[src/rtl/motor_pulse_ctrl.sv]
// Prescaled single-pulse H-bridge driver: one fixed-length drive pulse per direction command.
// Define MOTOR_DEADTIME_EN to insert DEAD_W ticks of bridge-off time before a direction reversal.
module motor_pulse_ctrl #(
    parameter int DIV     = 4,
    parameter int PULSE_W = 3,
    parameter int DEAD_W  = 2
) (
    input  logic       orgclk,
    input  logic       rst_n,
    input  logic [1:0] cmd,
    output logic [1:0] out,
    output logic       busy,
    output logic       done
);

    // state   | meaning
    // IDLE    | bridge off, waiting for a direction command
    // PULSE   | driving the bridge in r_dir for PULSE_W ticks
    // HOLD    | pulse finished, bridge off until cmd changes
    // DEAD    | bridge off for DEAD_W ticks before a reversal

    if (DIV < 1 || PULSE_W < 1 || DEAD_W < 1) begin : g_bad_param
        $error("motor_pulse_ctrl: DIV, PULSE_W and DEAD_W must all be >= 1");
    end

    localparam int PSW = (DIV > 1) ? $clog2(DIV) : 1;
    localparam int PCW = $clog2(PULSE_W + 1);

    localparam logic [1:0] D_NONE = 2'b00;
    localparam logic [1:0] D_FWD  = 2'b01;
    localparam logic [1:0] D_REV  = 2'b10;
    localparam logic [1:0] C_STOP = 2'b00;
    localparam logic [1:0] C_REL  = 2'b11;

    typedef enum logic [1:0] {
        S_IDLE  = 2'd0,
        S_PULSE = 2'd1,
        S_HOLD  = 2'd2
`ifdef MOTOR_DEADTIME_EN
        , S_DEAD = 2'd3
`endif
    } state_t;

    logic [PSW-1:0] r_presc;
    logic           w_tick;

    assign w_tick = (r_presc == PSW'(DIV - 1));

    always_ff @(posedge orgclk or negedge rst_n) begin
        if (!rst_n)      r_presc <= '0;
        else if (w_tick) r_presc <= '0;
        else             r_presc <= r_presc + 1'b1;
    end

    state_t         r_state, w_state_nxt;
    logic [1:0]     r_dir, w_dir_nxt;
    logic [1:0]     r_last_dir, w_last_dir_nxt;
    logic [PCW-1:0] r_pcnt, w_pcnt_nxt;
    logic [1:0]     r_out, w_out_nxt;
    logic           r_busy, w_busy_nxt;
    logic           r_done, w_done_nxt;
    logic           w_cmd_is_dir;

    assign w_cmd_is_dir = (cmd == D_FWD) || (cmd == D_REV);

`ifdef MOTOR_DEADTIME_EN
    localparam int DCW = $clog2(DEAD_W + 1);
    logic [DCW-1:0] r_dcnt, w_dcnt_nxt;
    logic           w_need_dead;

    // Only a genuine reversal against a remembered direction costs dead time.
    assign w_need_dead = (r_last_dir != D_NONE) && (cmd != r_last_dir);

    always_ff @(posedge orgclk or negedge rst_n) begin
        if (!rst_n) r_dcnt <= '0;
        else        r_dcnt <= w_dcnt_nxt;
    end
`endif

    always_comb begin
        w_state_nxt    = r_state;
        w_dir_nxt      = r_dir;
        w_last_dir_nxt = r_last_dir;
        w_pcnt_nxt     = r_pcnt;
        w_done_nxt     = 1'b0;
`ifdef MOTOR_DEADTIME_EN
        w_dcnt_nxt     = r_dcnt;
`endif
        if (w_tick) begin
            case (r_state)
                S_IDLE: begin
                    if (cmd == C_REL) begin
                        w_last_dir_nxt = D_NONE;
                    end else if (w_cmd_is_dir) begin
                        w_dir_nxt = cmd;
`ifdef MOTOR_DEADTIME_EN
                        if (w_need_dead) begin
                            w_state_nxt = S_DEAD;
                            w_dcnt_nxt  = DCW'(DEAD_W - 1);
                        end else
`endif
                        begin
                            w_state_nxt = S_PULSE;
                            w_pcnt_nxt  = PCW'(PULSE_W - 1);
                        end
                    end
                end
                S_PULSE: begin
                    if (r_pcnt == '0) begin
                        w_state_nxt    = S_HOLD;
                        w_done_nxt     = 1'b1;
                        w_last_dir_nxt = r_dir;
                    end else begin
                        w_pcnt_nxt = r_pcnt - 1'b1;
                    end
                end
                S_HOLD: begin
                    if (cmd == C_STOP) begin
                        w_state_nxt = S_IDLE;
                    end else if (cmd == C_REL) begin
                        w_state_nxt    = S_IDLE;
                        w_last_dir_nxt = D_NONE;
                    end else if (cmd != r_dir) begin
                        w_dir_nxt = cmd;
`ifdef MOTOR_DEADTIME_EN
                        if (w_need_dead) begin
                            w_state_nxt = S_DEAD;
                            w_dcnt_nxt  = DCW'(DEAD_W - 1);
                        end else
`endif
                        begin
                            w_state_nxt = S_PULSE;
                            w_pcnt_nxt  = PCW'(PULSE_W - 1);
                        end
                    end
                end
`ifdef MOTOR_DEADTIME_EN
                S_DEAD: begin
                    if (r_dcnt == '0) begin
                        if (w_cmd_is_dir) begin
                            w_dir_nxt   = cmd;
                            w_state_nxt = S_PULSE;
                            w_pcnt_nxt  = PCW'(PULSE_W - 1);
                        end else begin
                            w_state_nxt = S_IDLE;
                        end
                    end else begin
                        w_dcnt_nxt = r_dcnt - 1'b1;
                    end
                end
`endif
                default: w_state_nxt = S_IDLE;
            endcase
        end

        // Outputs are decoded from the next state so they land on the transition edge.
        w_out_nxt  = (w_state_nxt == S_PULSE) ? w_dir_nxt : 2'b00;
        w_busy_nxt = (w_state_nxt == S_PULSE);
`ifdef MOTOR_DEADTIME_EN
        if (w_state_nxt == S_DEAD) w_busy_nxt = 1'b1;
`endif
    end

    always_ff @(posedge orgclk or negedge rst_n) begin
        if (!rst_n) begin
            r_state    <= S_IDLE;
            r_dir      <= D_NONE;
            r_last_dir <= D_NONE;
            r_pcnt     <= '0;
            r_out      <= 2'b00;
            r_busy     <= 1'b0;
            r_done     <= 1'b0;
        end else begin
            r_state    <= w_state_nxt;
            r_dir      <= w_dir_nxt;
            r_last_dir <= w_last_dir_nxt;
            r_pcnt     <= w_pcnt_nxt;
            r_out      <= w_out_nxt;
            r_busy     <= w_busy_nxt;
            r_done     <= w_done_nxt;
        end
    end

    assign out  = r_out;
    assign busy = r_busy;
    assign done = r_done;

endmodule

[config.mk]
export PLATFORM = sky130hd
export DESIGN_NAME = motor_pulse_ctrl
export DESIGN_NICKNAME = d
export VERILOG_FILES = /design/src/rtl/motor_pulse_ctrl.sv
export SDC_FILE = /design/constraint.sdc
export NUM_CORES = 1
export LEC_CHECK = 0
export CORE_UTILIZATION = 40
export DETAILED_ROUTE_END_ITERATION = 8
export DONT_BUFFER_PORTS = 1
export GPL_TIMING_DRIVEN = 0
export PLACE_DENSITY_LB_ADDON = 0.15
export SETUP_SLACK_MARGIN = 0.05
export SLEW_MARGIN = 20
export SYNTH_ARGS = -nofsm -noshare
export SYNTH_HDL_FRONTEND = slang
export SYNTH_SLANG_ARGS = --single-unit
export TNS_END_PERCENT = 10
[constraint.sdc]
create_clock -name orgclk -period 1.8 [get_ports orgclk]
set_input_delay 0.36 -clock orgclk [delete_from_list [all_inputs] [get_ports orgclk]]
set_output_delay 0.36 -clock orgclk [all_outputs]
set_load 0.02 [all_outputs]
==> results.yml, run 1 <==
run_status:
  outcome: "completed"
synth:
  ys_ff_latch: 12
  muxShareOfSynthArea_pct: 7.26
  ys_seq_area_share_pct: 51.3
  synthCells: 51
  synth_compound_area_share_pct: 8.97
  synth_top_cell_by_area: "dfrtp_1"
  syn_nets: 59
  ys_types: 22
  ys_warn_count: 0
  yosys.area_share.simple_pct: 17.1
  synth_area_leaders: "dfrtp_1, ha_1, nor2b_1"
  synth_fa_ha_area_share_pct: 8.55
  synth.top_cell.area_share_pct: 51.3
  synth_area_sq_um: 586
  synthXorXnorAreaFrac_pct: 2.99
  synth_top_family_by_area: "simple AND/OR/NAND/NOR gates"
  syn_area_per_cell_sq_um: 11.5
sta:
  tns_ns: 0
  finalSetupViolations: 0
  fin_worst_skew_ns: 0.00112
  final_max_slew_viol_count: 0
  tightest_slew_ns: 0.525
  relSlewSlack_pct: 64.9
  finalCriticalPeriod_ns: 1.68
  hold_violations: 0
  grt_setup_unrepaired: "no"
  timing.final.crit_share_pct: 93.3
  fmax_ghz: 0.596
setup_path:
  reg2reg_slack_ns: 0.12
  critPathMaxFanout: 6
  reg2reg_to: "out[0]"
  startpoint_type: "flop"
  r2r_start: "r_presc[0]"
  crit_type: "reg2reg"
  crit_required_ns: 1.94
  endpoint_kind: "flop"
  worst_r2r_path_depth: 5
  arrival_ns: 1.82
cts:
  clk_latency_ns: 0.26
  clock-root-buffer: "clkbuf_4"
  cts.reportedPaths.clkPinSlew_ns: 0.07
  cts_tree: "built"
  cts_buffers: 3
  htreeDepth: 1
  cts.sinks: 12
  clockBufferDepth: 2
layout:
  layout_commonest_cell: "dfrtp_1"
  drive_gt1_share_pct: 16.1
  mostFrequentLayoutCells: "dfrtp_1, inv_1, nor2b_1"
  multiInputGateArea_sq_um: 280
  final_util_pct: 49.6
  syn_to_final_growth_pct: 13.0
  fillCellCount: 127
  seqCellArea_sq_um: 300
  nets: 66
  antennaDiodeCount: 0
grt:
  antenna_found_initial: 0
  grt_pass1_wl_mm: 1.67
  track_usage_pct: 16.1
  grt-ovfl-total: 0
  grt_pass1_vias: 403
  grt_max_degree: 13
hold_path:
  min_to: "r_dir[0]"
  worstHoldPathType: "in2reg"
  min_from: "cmd[0]"
  hold-path-cell-count: 1
pwr:
  leakagePower_nw: 0.303
  p_per_area_nw_per_um2: 1310
  peakVddDrop_mv: 0.560
detailed_routing:
  ant_nets: 0
  wl_um: 925
  avgRoutedWirePerCell_um: 13.0
  route.detailed.drc: 0
  vias: 383
  drtIter0Drc: 4
  dr.pass1.iters: 4
  vias_per_cell: 5.39
placement:
  port_buffers: 0
  gp_congestion: 0.750
  hpwl_um: 716
job:
  drv_cap: 0
floorplanning:
  die_h_um: 40.3
  dieWidth_um: 40.3
  core_area_sq_um: 1330
  io_pins: 8
  fp-row-count: 13
  dieArea_sq_um: 1620
  start_util_pct: 43.9
where the power goes:
part	internal, W	switching, W
logic	0.000128	0.000121
clock network	0.0000773	0.0000819
registers	0.000358	0.0000998
total	0.000564	0.000303
timing repair:
item / 4_1_cts / 5_1_grt
buffers inserted: 0 / 1
setup endpoints to repair: 3 / 4
gates resized for setup: 1 / 2
hold buffers: 1 / 0
hold endpoints to repair: 12 / 0
flip-flops by register name, indices dropped and copies added, names as in the netlist:
name	count
busy	1
done	1
out	2
r_dir	2
r_pcnt	2
r_presc	2
r_state	2
final cells by class:
| type | count | area share, % |
|---|---|---|
| Timing Repair Buffer | 2 | 2.65 |
| Inverter | 6 | 3.40 |
| Clock buffer | 3 | 3.40 |
| Multi-Input combinational cell | 33 | 42.3 |
| Tap cell | 15 | 2.84 |
| Sequential cell | 12 | 45.4 |
worst max path at each step:
stage	startpoint	slack, ns	endpoint	cells past startpoint
6_report	r_presc[0]	0.12	out[0]	5
5_1_grt	r_presc[0]	0.05	out[0]	5
4_1_cts	r_presc[0]	0.06	out[0]	5
3_5_place_dp	r_presc[0]	0.04	r_pcnt[0]	5
3_3_place_gp	r_presc[0]	0.08	r_pcnt[1]	5
2_1_floorplan	cmd[0]	0.19	out[1]	5
metrics by stage:
| step | instance area [sq um] | hold slack, ns | setup WS (ns) | power [W] | cells |
|---|---|---|---|---|---|
| after CTS | 642 | 0.261 | 0.0582 | 0.000877 | 70 |
| final | 662 | 0.263 | 0.121 | 0.000867 | 71 |
| after floorplan | 586 | 0.0644 | 0.192 | 0.000644 | 51 |
| after detailed placement | 604 | 0.0647 | 0.0443 | 0.000702 | 66 |
| after global routing | 662 | 0.260 | 0.0473 | 0.000937 | 71 |
| after global placement | 604 | 0.0647 | 0.0837 | 0.000688 | 66 |
synth_stat cells (all sizes together):
library cell,instances
o21ai,3
a21o,1
a22o,1
mux2,2
a21oi,1
nand3b,1
inv,6
dfrtp,12
and4b,1
nand2,1
nand2b,3
and3b,1
ha,4
nor3b,1
mux2i,2
xnor2,2
or2,1
a211oi,1
nor2,1
or3b,1
nor2b,4
o41ai,1
routing by layer:
metal / up-vias / track usage, % / routed length [um]
li1: 188 / - / -
met4: 0 / 7.50 / 0
met3: 0 / 5.00 / 34
met2: 9 / 27.0 / 471
met5: - / 0 / 0
met1: 186 / 18.6 / 419
cells by family after synthesis:
group           Yosys count
buf+inv                   6
compound gates            8
fa+ha+maj                 4
flops                    12
xor+xnor                  2
mux                       4
simple gates             15
worst max-delay path: stages (launching register included):
cell     delay, ns
dfrtp_1       0.39
ha_4          0.17
or3b_1        0.38
a21o_1        0.19
mux2_2        0.28
nor2b_1       0.13
Note: power is estimated with default switching activity, not from simulation.
==> inputs of run 2 (changes only) <==
--- a/config.mk
+++ b/config.mk
@@ -5,6 +5,7 @@
 export SDC_FILE = /design/constraint.sdc
 export NUM_CORES = 1
 export LEC_CHECK = 0
+export CAP_MARGIN = 0
 export CORE_UTILIZATION = 40
 export DETAILED_ROUTE_END_ITERATION = 8
 export DONT_BUFFER_PORTS = 1
==> results of run 2 <==
No change in the layout: final DEF, timing and power equal those of run 1.
